**src/rtl/ac_level_vlc_encoder_pkg.sv**
```systemverilog
// Codebook types and per-prev constants for the adaptive AC level coder.
package ac_vlc_pkg;

    typedef enum logic {RICE_EXPG, EXPG} codebook_e;

    // Rice escape thresholds for prev 0..2 (hybrid codebooks)
    localparam logic [1:0] RICE_T_P0 = 2'd3;
    localparam logic [1:0] RICE_T_P1 = 2'd2;
    localparam logic [1:0] RICE_T_P2 = 2'd3;

    // Exp-Golomb orders by prev class
    localparam logic [1:0] EXPG_K_P0    = 2'd2;
    localparam logic [1:0] EXPG_K_P1    = 2'd1;
    localparam logic [1:0] EXPG_K_P2    = 2'd1;
    localparam logic [1:0] EXPG_K_P3    = 2'd0;
    localparam logic [1:0] EXPG_K_P4_7  = 2'd1;
    localparam logic [1:0] EXPG_K_P8_UP = 2'd2;

    // p is prev clamped to 8, so 8 stands for every prev >= 8
    function automatic codebook_e codebook_of(input logic [3:0] p);
        return (p < 4'd3) ? RICE_EXPG : EXPG;
    endfunction

    function automatic logic [1:0] thresh_of(input logic [3:0] p);
        case (p)
            4'd0:    return RICE_T_P0;
            4'd1:    return RICE_T_P1;
            4'd2:    return RICE_T_P2;
            default: return 2'd0;
        endcase
    endfunction

    function automatic logic [1:0] order_of(input logic [3:0] p);
        if (p == 4'd0)      return EXPG_K_P0;
        else if (p == 4'd1) return EXPG_K_P1;
        else if (p == 4'd2) return EXPG_K_P2;
        else if (p == 4'd3) return EXPG_K_P3;
        else if (p < 4'd8)  return EXPG_K_P4_7;
        else                return EXPG_K_P8_UP;
    endfunction

endpackage

```
**src/rtl/ac_level_vlc_encoder_codeword_builder.sv**
```systemverilog
// Leading-one detect plus unary / exp-Golomb codeword and length assembly,
// with a trailing sign bit. Shared by the DC, run and AC level coders.
module vlc_codeword_builder #(
    parameter int unsigned CW_W  = 48,
    parameter int unsigned LEN_W = 6
) (
    input  logic             en_i,
    input  logic             eg_i,
    input  logic [CW_W-1:0]  q_i,
    input  logic [LEN_W-1:0] k_i,
    input  logic [LEN_W-1:0] prefix_i,
    input  logic             sign_i,
    output logic [CW_W-1:0]  code_o,
    output logic [LEN_W-1:0] len_o
);

    int unsigned     n;
    int unsigned     body;
    logic [CW_W-1:0] val;

    // eg_i=0: prefix_i zeros then a 1; eg_i=1: prefix_i zeros then exp-Golomb(q_i, k_i)
    always_comb begin
        n = 0;
        for (int unsigned i = 0; i < CW_W; i++) begin
            if (q_i[i]) n = i;
        end
        val    = eg_i ? q_i : CW_W'(1);
        body   = eg_i ? (32'(prefix_i) + 2 * n + 1 - 32'(k_i)) : (32'(prefix_i) + 1);
        code_o = '0;
        len_o  = '0;
        if (en_i) begin
            code_o = (val << 1) | CW_W'(sign_i);
            len_o  = LEN_W'(body + 1);
        end
    end

endmodule

```
**src/rtl/ac_level_vlc_encoder.sv**
```systemverilog
// Three-stage adaptive AC level VLC encoder with valid/ready backpressure.
// Optional running bit counter: define AC_VLC_BITCOUNT_EN.
module ac_level_vlc_encoder
    import ac_vlc_pkg::*;
#(
    parameter int unsigned COEFF_W = 20,
    parameter int unsigned CW_W    = 48,
    parameter int unsigned LEN_W   = 6
) (
    input  logic               clk,
    input  logic               reset,
    input  logic               in_valid,
    output logic               in_ready,
    input  logic               in_sop,
    input  logic [COEFF_W-1:0] in_coeff,
    output logic               out_valid,
    input  logic               out_ready,
    output logic [CW_W-1:0]    out_code,
    output logic [LEN_W-1:0]   out_len,
    output logic [31:0]        bit_count
);

    logic advance;

    logic               s1_valid_q, s1_sop_q, s1_sign_q, s1_zero_q;
    logic [COEFF_W:0]   s1_abs_q;
    logic               s2_valid_q, s2_zero_q, s2_sign_q, s2_eg_q;
    logic [COEFF_W-1:0] s2_q_q;
    logic [1:0]         s2_k_q, s2_pre_q;
    logic               out_valid_q;
    logic [CW_W-1:0]    out_code_q;
    logic [LEN_W-1:0]   out_len_q;
    logic [COEFF_W-1:0] prev_q;

    logic               s1_sign_d, s1_zero_d;
    logic [COEFF_W:0]   s1_abs_d;
    logic [COEFF_W-1:0] eff_prev, v_d, u_d, q_d;
    logic [3:0]         p_sel;
    codebook_e          cb;
    logic [1:0]         t_sel, k_sel, pre_d;
    logic               eg_d;
    logic [CW_W-1:0]    bld_code;
    logic [LEN_W-1:0]   bld_len;

    assign advance   = out_ready | ~out_valid_q;
    assign in_ready  = advance & ~reset;
    assign out_valid = out_valid_q;
    assign out_code  = out_code_q;
    assign out_len   = out_len_q;

    // |coeff| in COEFF_W+1 bits so the most negative value stays exact
    always_comb begin
        s1_sign_d = in_coeff[COEFF_W-1];
        s1_zero_d = (in_coeff == '0);
        s1_abs_d  = s1_sign_d ? ((COEFF_W+1)'(0) - {1'b1, in_coeff}) : {1'b0, in_coeff};
    end

    always_comb begin
        eff_prev = s1_sop_q ? COEFF_W'(1) : prev_q;
        p_sel    = (eff_prev > COEFF_W'(8)) ? 4'd8 : eff_prev[3:0];
        cb       = codebook_of(p_sel);
        t_sel    = thresh_of(p_sel);
        k_sel    = order_of(p_sel);
        v_d      = COEFF_W'(s1_abs_q - (COEFF_W+1)'(1));
        eg_d     = 1'b1;
        pre_d    = '0;
        u_d      = v_d;
        if (cb == RICE_EXPG) begin
            if (v_d < COEFF_W'(t_sel)) begin
                eg_d  = 1'b0;
                pre_d = v_d[1:0];
            end else begin
                pre_d = t_sel;
                u_d   = v_d - COEFF_W'(t_sel);
            end
        end
        q_d = u_d + (COEFF_W'(1) << k_sel);
    end

    vlc_codeword_builder #(
        .CW_W  (CW_W),
        .LEN_W (LEN_W)
    ) u_builder (
        .en_i     (~s2_zero_q),
        .eg_i     (s2_eg_q),
        .q_i      (CW_W'(s2_q_q)),
        .k_i      (LEN_W'(s2_k_q)),
        .prefix_i (LEN_W'(s2_pre_q)),
        .sign_i   (s2_sign_q),
        .code_o   (bld_code),
        .len_o    (bld_len)
    );

    always_ff @(posedge clk) begin
        if (reset) begin
            s1_valid_q  <= 1'b0;
            s1_sop_q    <= 1'b0;
            s1_sign_q   <= 1'b0;
            s1_zero_q   <= 1'b1;
            s1_abs_q    <= '0;
            s2_valid_q  <= 1'b0;
            s2_zero_q   <= 1'b1;
            s2_sign_q   <= 1'b0;
            s2_eg_q     <= 1'b0;
            s2_q_q      <= '0;
            s2_k_q      <= '0;
            s2_pre_q    <= '0;
            out_valid_q <= 1'b0;
            out_code_q  <= '0;
            out_len_q   <= '0;
            prev_q      <= COEFF_W'(1);
        end else if (advance) begin
            s1_valid_q  <= in_valid;
            s1_sop_q    <= in_sop;
            s1_sign_q   <= s1_sign_d;
            s1_zero_q   <= s1_zero_d;
            s1_abs_q    <= s1_abs_d;
            s2_valid_q  <= s1_valid_q;
            s2_zero_q   <= s1_zero_q;
            s2_sign_q   <= s1_sign_q;
            s2_eg_q     <= eg_d;
            s2_q_q      <= q_d;
            s2_k_q      <= k_sel;
            s2_pre_q    <= pre_d;
            if (s1_valid_q && !s1_zero_q) prev_q <= v_d;
            out_valid_q <= s2_valid_q;
            out_code_q  <= s2_valid_q ? bld_code : '0;
            out_len_q   <= s2_valid_q ? bld_len : '0;
        end
    end

`ifdef AC_VLC_BITCOUNT_EN
    logic        s2_sop_q, out_sop_q;
    logic [31:0] bc_q;
    logic [32:0] bc_sum;

    always_comb bc_sum = {1'b0, bc_q} + 33'(out_len_q);

    always_ff @(posedge clk) begin
        if (reset) begin
            s2_sop_q  <= 1'b0;
            out_sop_q <= 1'b0;
            bc_q      <= '0;
        end else begin
            if (advance) begin
                s2_sop_q  <= s1_sop_q;
                out_sop_q <= s2_sop_q;
            end
            if (out_valid_q && out_ready)
                bc_q <= out_sop_q ? 32'(out_len_q) : (bc_sum[32] ? '1 : bc_sum[31:0]);
        end
    end

    assign bit_count = bc_q;
`else
    assign bit_count = '0;
`endif

endmodule

```
**config.mk**
```make
export PLATFORM = sky130hd
export DESIGN_NAME = ac_level_vlc_encoder
export DESIGN_NICKNAME = d
export VERILOG_FILES = /design/src/rtl/ac_level_vlc_encoder_pkg.sv /design/src/rtl/ac_level_vlc_encoder_codeword_builder.sv /design/src/rtl/ac_level_vlc_encoder.sv
export SDC_FILE = /design/constraint.sdc
export NUM_CORES = 1
export LEC_CHECK = 0
export BUFFER_PORTS_ARGS = -buffer_cell sky130_fd_sc_hd__buf_2
export CAP_MARGIN = 5
export CORE_MARGIN = 2
export CORE_UTILIZATION = 30
export DETAILED_ROUTE_END_ITERATION = 16
export PLACE_DENSITY = 0.55
export REMOVE_ABC_BUFFERS = 1
export SYNTH_ARGS = -nofsm -noshare
export SYNTH_HDL_FRONTEND = slang
export SYNTH_SLANG_ARGS = --single-unit
export TNS_END_PERCENT = 5
```
**constraint.sdc**
```tcl
create_clock -name clk -period 5.38 [get_ports clk]
set_input_delay 0.807 -clock clk [delete_from_list [all_inputs] [get_ports clk]]
set_output_delay 0.807 -clock clk [all_outputs]
set_load 0.01 [all_outputs]
```
==> results.json <==
{
  "status": "finished clean",
  "cts_hold_buf": 0,
  "grt_max_degree": 66,
  "worst_slew_pin_slew_ns": 0.7711,
  "area_delta_synth_final_pct": 12.68,
  "drive_above_1_share": 0.1738,
  "final_area_mm2": 0.007415,
  "critPathMaxStageDelay_ns": 0.54,
  "yosysWarnings": 0,
  "reg2reg_depth": 22,
  "power_mw": 2.292,
  "hold_viol_final": 0,
  "reg2reg_slack_ns": 0.28,
  "yosysTopAreaCell": "dfxtp_1",
  "core_mm2": 0.02169,
  "power.density_mw_per_mm2": 309.1,
  "gp_congestion": 0.8582,
  "setup_slack_ns": 0.2766,
  "start_kind": "register",
  "synth.area.top_cells": "dfxtp_1 30%, buf_4 6.7%, a211oi_1 5.6%, nor2_1 5.3%, xnor2_1 5.1%",
  "grt_overflow": 0,
  "grt_pass1_wl_um": 25100,
  "final_antenna_net_count": 0,
  "r2r-end": "s2_q_q[18]",
  "cts_buffer_depth": 2,
  "grt_usage": 0.1311,
  "vias": 5361,
  "end_kind": "register",
  "cp_top_family": "simple AND/OR/NAND/NOR gates",
  "drc": 0,
  "ios": 113,
  "r2r-start": "prev_q[5]",
  "switchingPower_mw": 0.7521,
  "post_synth.cell_area_avg_um2": 8.246,
  "synth_top_area_frac": 0.3042,
  "dp_slack_ns": -0.1673,
  "drt_iter0_drc": 315,
  "vias_per_cell": 4.761,
  "finalMaxSlewViolations": 0,
  "timing.final.crit_share": 0.9486,
  "crit_slowest_cell": "or4_4",
  "relSlewSlack": 0.4859,
  "setup_viol": 0,
  "cap_violations": 0,
  "clk_pin_slew_ns": 0.06,
  "dieWidth_um": 152.1,
  "start_util": 0.3034,
  "post-route-min-period_ns": 5.103,
  "synth-edff-count": 0,
  "ys_types": 70,
  "synth_seq_cells": 100,
  "pwr-share-clk": 0.310,
  "die_area_mm2": 0.02313,
  "synth_most_common_cell": "dfxtp_1",
  "worstHoldStart": "s2_q_q[0]",
  "placed_area_mm2": 0.006964,
  "p_leak_nw": 2.912,
  "fin_skew_ns": 0.008771,
  "io_buffers": 53,
  "wl_per_cell_um": 13.58,
  "h-tree-depth": 3,
  "fmax_ghz": 0.1959,
  "dr.pass1.iters": 4,
  "critPathBufInv": 1,
  "ir_drop_uv": 142.2,
  "cts_made_buffers": 9,
  "grt_pass1_vias": 4848,
  "crit_arrival_ns": 5.34,
  "crit_required_ns": 5.62,
  "antenna_found_initial": 0,
  "syn_inst": 798,
  "cts.sinks": 100,
  "seq_area_frac_synth": 0.3042,
  "yosys-top-cells-count": "100 x dfxtp_1, 93 x nor2_1, 61 x nand2_1",
  "row_count": 54,
  "nNetsFinal": 886,
  "die_h_um": 152.1,
  "seq_power_share": 0.373,
  "antenna_cells": 0,
  "hold_end": "s2_q_q[0]",
  "p_int_mw": 1.540,
  "synth_ff_type": "dfxtp_1",
  "hold_ws_ns": 0.4492,
  "path_max_fanout": 7,
  "p_comb_frac": 0.317,
  "wirelength_um": 15300,
  "root_buffer": "clkbuf_16",
  "fin_tns_setup_ns": 0,
  "power.switching_fraction": 0.3281,
  "min_path_type": "register to register",
  "min_path_cells": 2,
  "dp_hpwl_um": 11320,
  "crit_type": "register to register",
  "crit_chain": "or4_4 > nor3_4 > nand2_2 > nor4_4 > ha_2 > inv_1 > fa_2 > nor4bb_2 > a31oi_1 > or3_4 > nor3_4 > a21oi_4 > mux2_4 > fa_2 > a21o_1 > a21oi_2 > nor2_1 > mux2i_1 > o21bai_4 > nor3_1 > xnor2_1 > o21a_1",
  "async_flop_share": 0,
  "rsz0062_at_grt": "true",
  "clkLatencyLatePin_ns": 0.35,
  "tritoncts": "yes",
  "syn_area_mm2": 0.006580
}
## final cells by class
type,count,area (µm²)
fillers,2327,14270
inverters,20,75.07
clock inverters,4,72.57
repair buffers,79,460.4
flip-flops and latches,100,2002
clock buffers,11,252.7
multi-input cells,632,4202
well taps,280,350.3
## cells in the final DEF (no fill, tap or decap), types with 5 or more instances in the layout
cell,n
o21bai_1,5
or2_2,5
a22o_1,30
and2_1,5
a21o_1,7
or4_1,5
dfxtp_1,100
ha_1,14
buf_2,53
clkbuf_16,9
mux2i_1,5
nand3_1,11
buf_4,26
conb_1,60
a211oi_1,49
nor3_1,30
inv_1,20
nor2_1,91
o21ai_0,14
xnor2_1,38
xor2_1,32
nor4_1,12
a21oi_1,26
nand2b_1,9
or3_1,11
nor3b_1,5
nor2b_1,9
nand2_1,60
o31ai_1,7
## routing by layer
layer  global-route usage  share of wire  vias to the layer above
met1               0.1884           0.52                     2414
li1                     -              -                     2811
met4              0.02982          0.011                        0
met5                    0              0                        -
met2               0.2018           0.43                      126
met3              0.02681          0.039                       10
## state kept, by name, summed over array words and instances (netlist names), 2 cells and up
| register | cells |
|---|---|
| s2_k_q | 2 |
| prev_q | 20 |
| out_code | 21 |
| s2_pre_q | 2 |
| s2_q_q | 20 |
| s1_abs_q | 20 |
| out_len | 6 |
## through the flow
step / utilization / instances
2_1_floorplan: - / 752
3_3_place_gp: 0.3211 / 1110
3_5_place_dp: 0.3211 / 1110
4_1_cts: 0.3366 / 1125
5_1_grt: 0.3419 / 1126
6_report: 0.3419 / 1126
## what timing repair did
action	4_1_cts	5_1_grt
setup buffers	0	1
resized for setup	2	25
pin swaps	0	11
endpoints found under the setup margin	6	16
## cell families after synthesis
family / Yosys count / share of synthesized area
and+or+nand+nor: 292 / 0.2274
AOI/OAI and AO/OA: 181 / 0.2025
buffers and inverters: 125 / 0.1107
DFF: 100 / 0.3042
xor gates and xnor gates: 73 / 0.1040
adders and majority gates: 19 / 0.03955
muxes: 7 / 0.01103
other: 1 / 0.0005699
## worst reg2reg max path: stages, from the launching register on
cell and delay, ns:
dfxtp_1 0.31, or4_4 0.54, nor3_4 0.19, nand2_2 0.10
nor4_4 0.31, ha_2 0.20, inv_1 0.06, fa_2 0.36
nor4bb_2 0.28, a31oi_1 0.08, or3_4 0.40, nor3_4 0.18
a21oi_4 0.11, mux2_4 0.33, fa_2 0.39, a21o_1 0.18
a21oi_2 0.16, nor2_1 0.06, mux2i_1 0.18, o21bai_4 0.19
nor3_1 0.10, xnor2_1 0.13, o21a_1 0.17
## power by group through the flow
stage                     clock network [mW]  logic, mW  registers [mW]
final                                  0.709      0.727           0.855
after global routing                   0.760      0.813           0.865
after CTS                              0.725      0.703           0.854
after detailed placement                   0      0.699           0.871
after global placement                     0      0.694           0.870
after floorplan                            0      0.527           0.855
## how the worst max path moves through the flow
stage | start | to | slack (ns) | cells after the start
after floorplan | prev_q[5] | s2_q_q[8] | -0.07 | 22
after global placement | prev_q[5] | s2_q_q[18] | -0.02 | 24
after detailed placement | prev_q[5] | s2_q_q[18] | -0.17 | 24
after CTS | prev_q[5] | s2_q_q[8] | 0.03 | 24
after global routing | prev_q[5] | s2_q_q[11] | -0.07 | 23
final | prev_q[5] | s2_q_q[18] | 0.28 | 22
(Power assumes the default switching activity.)
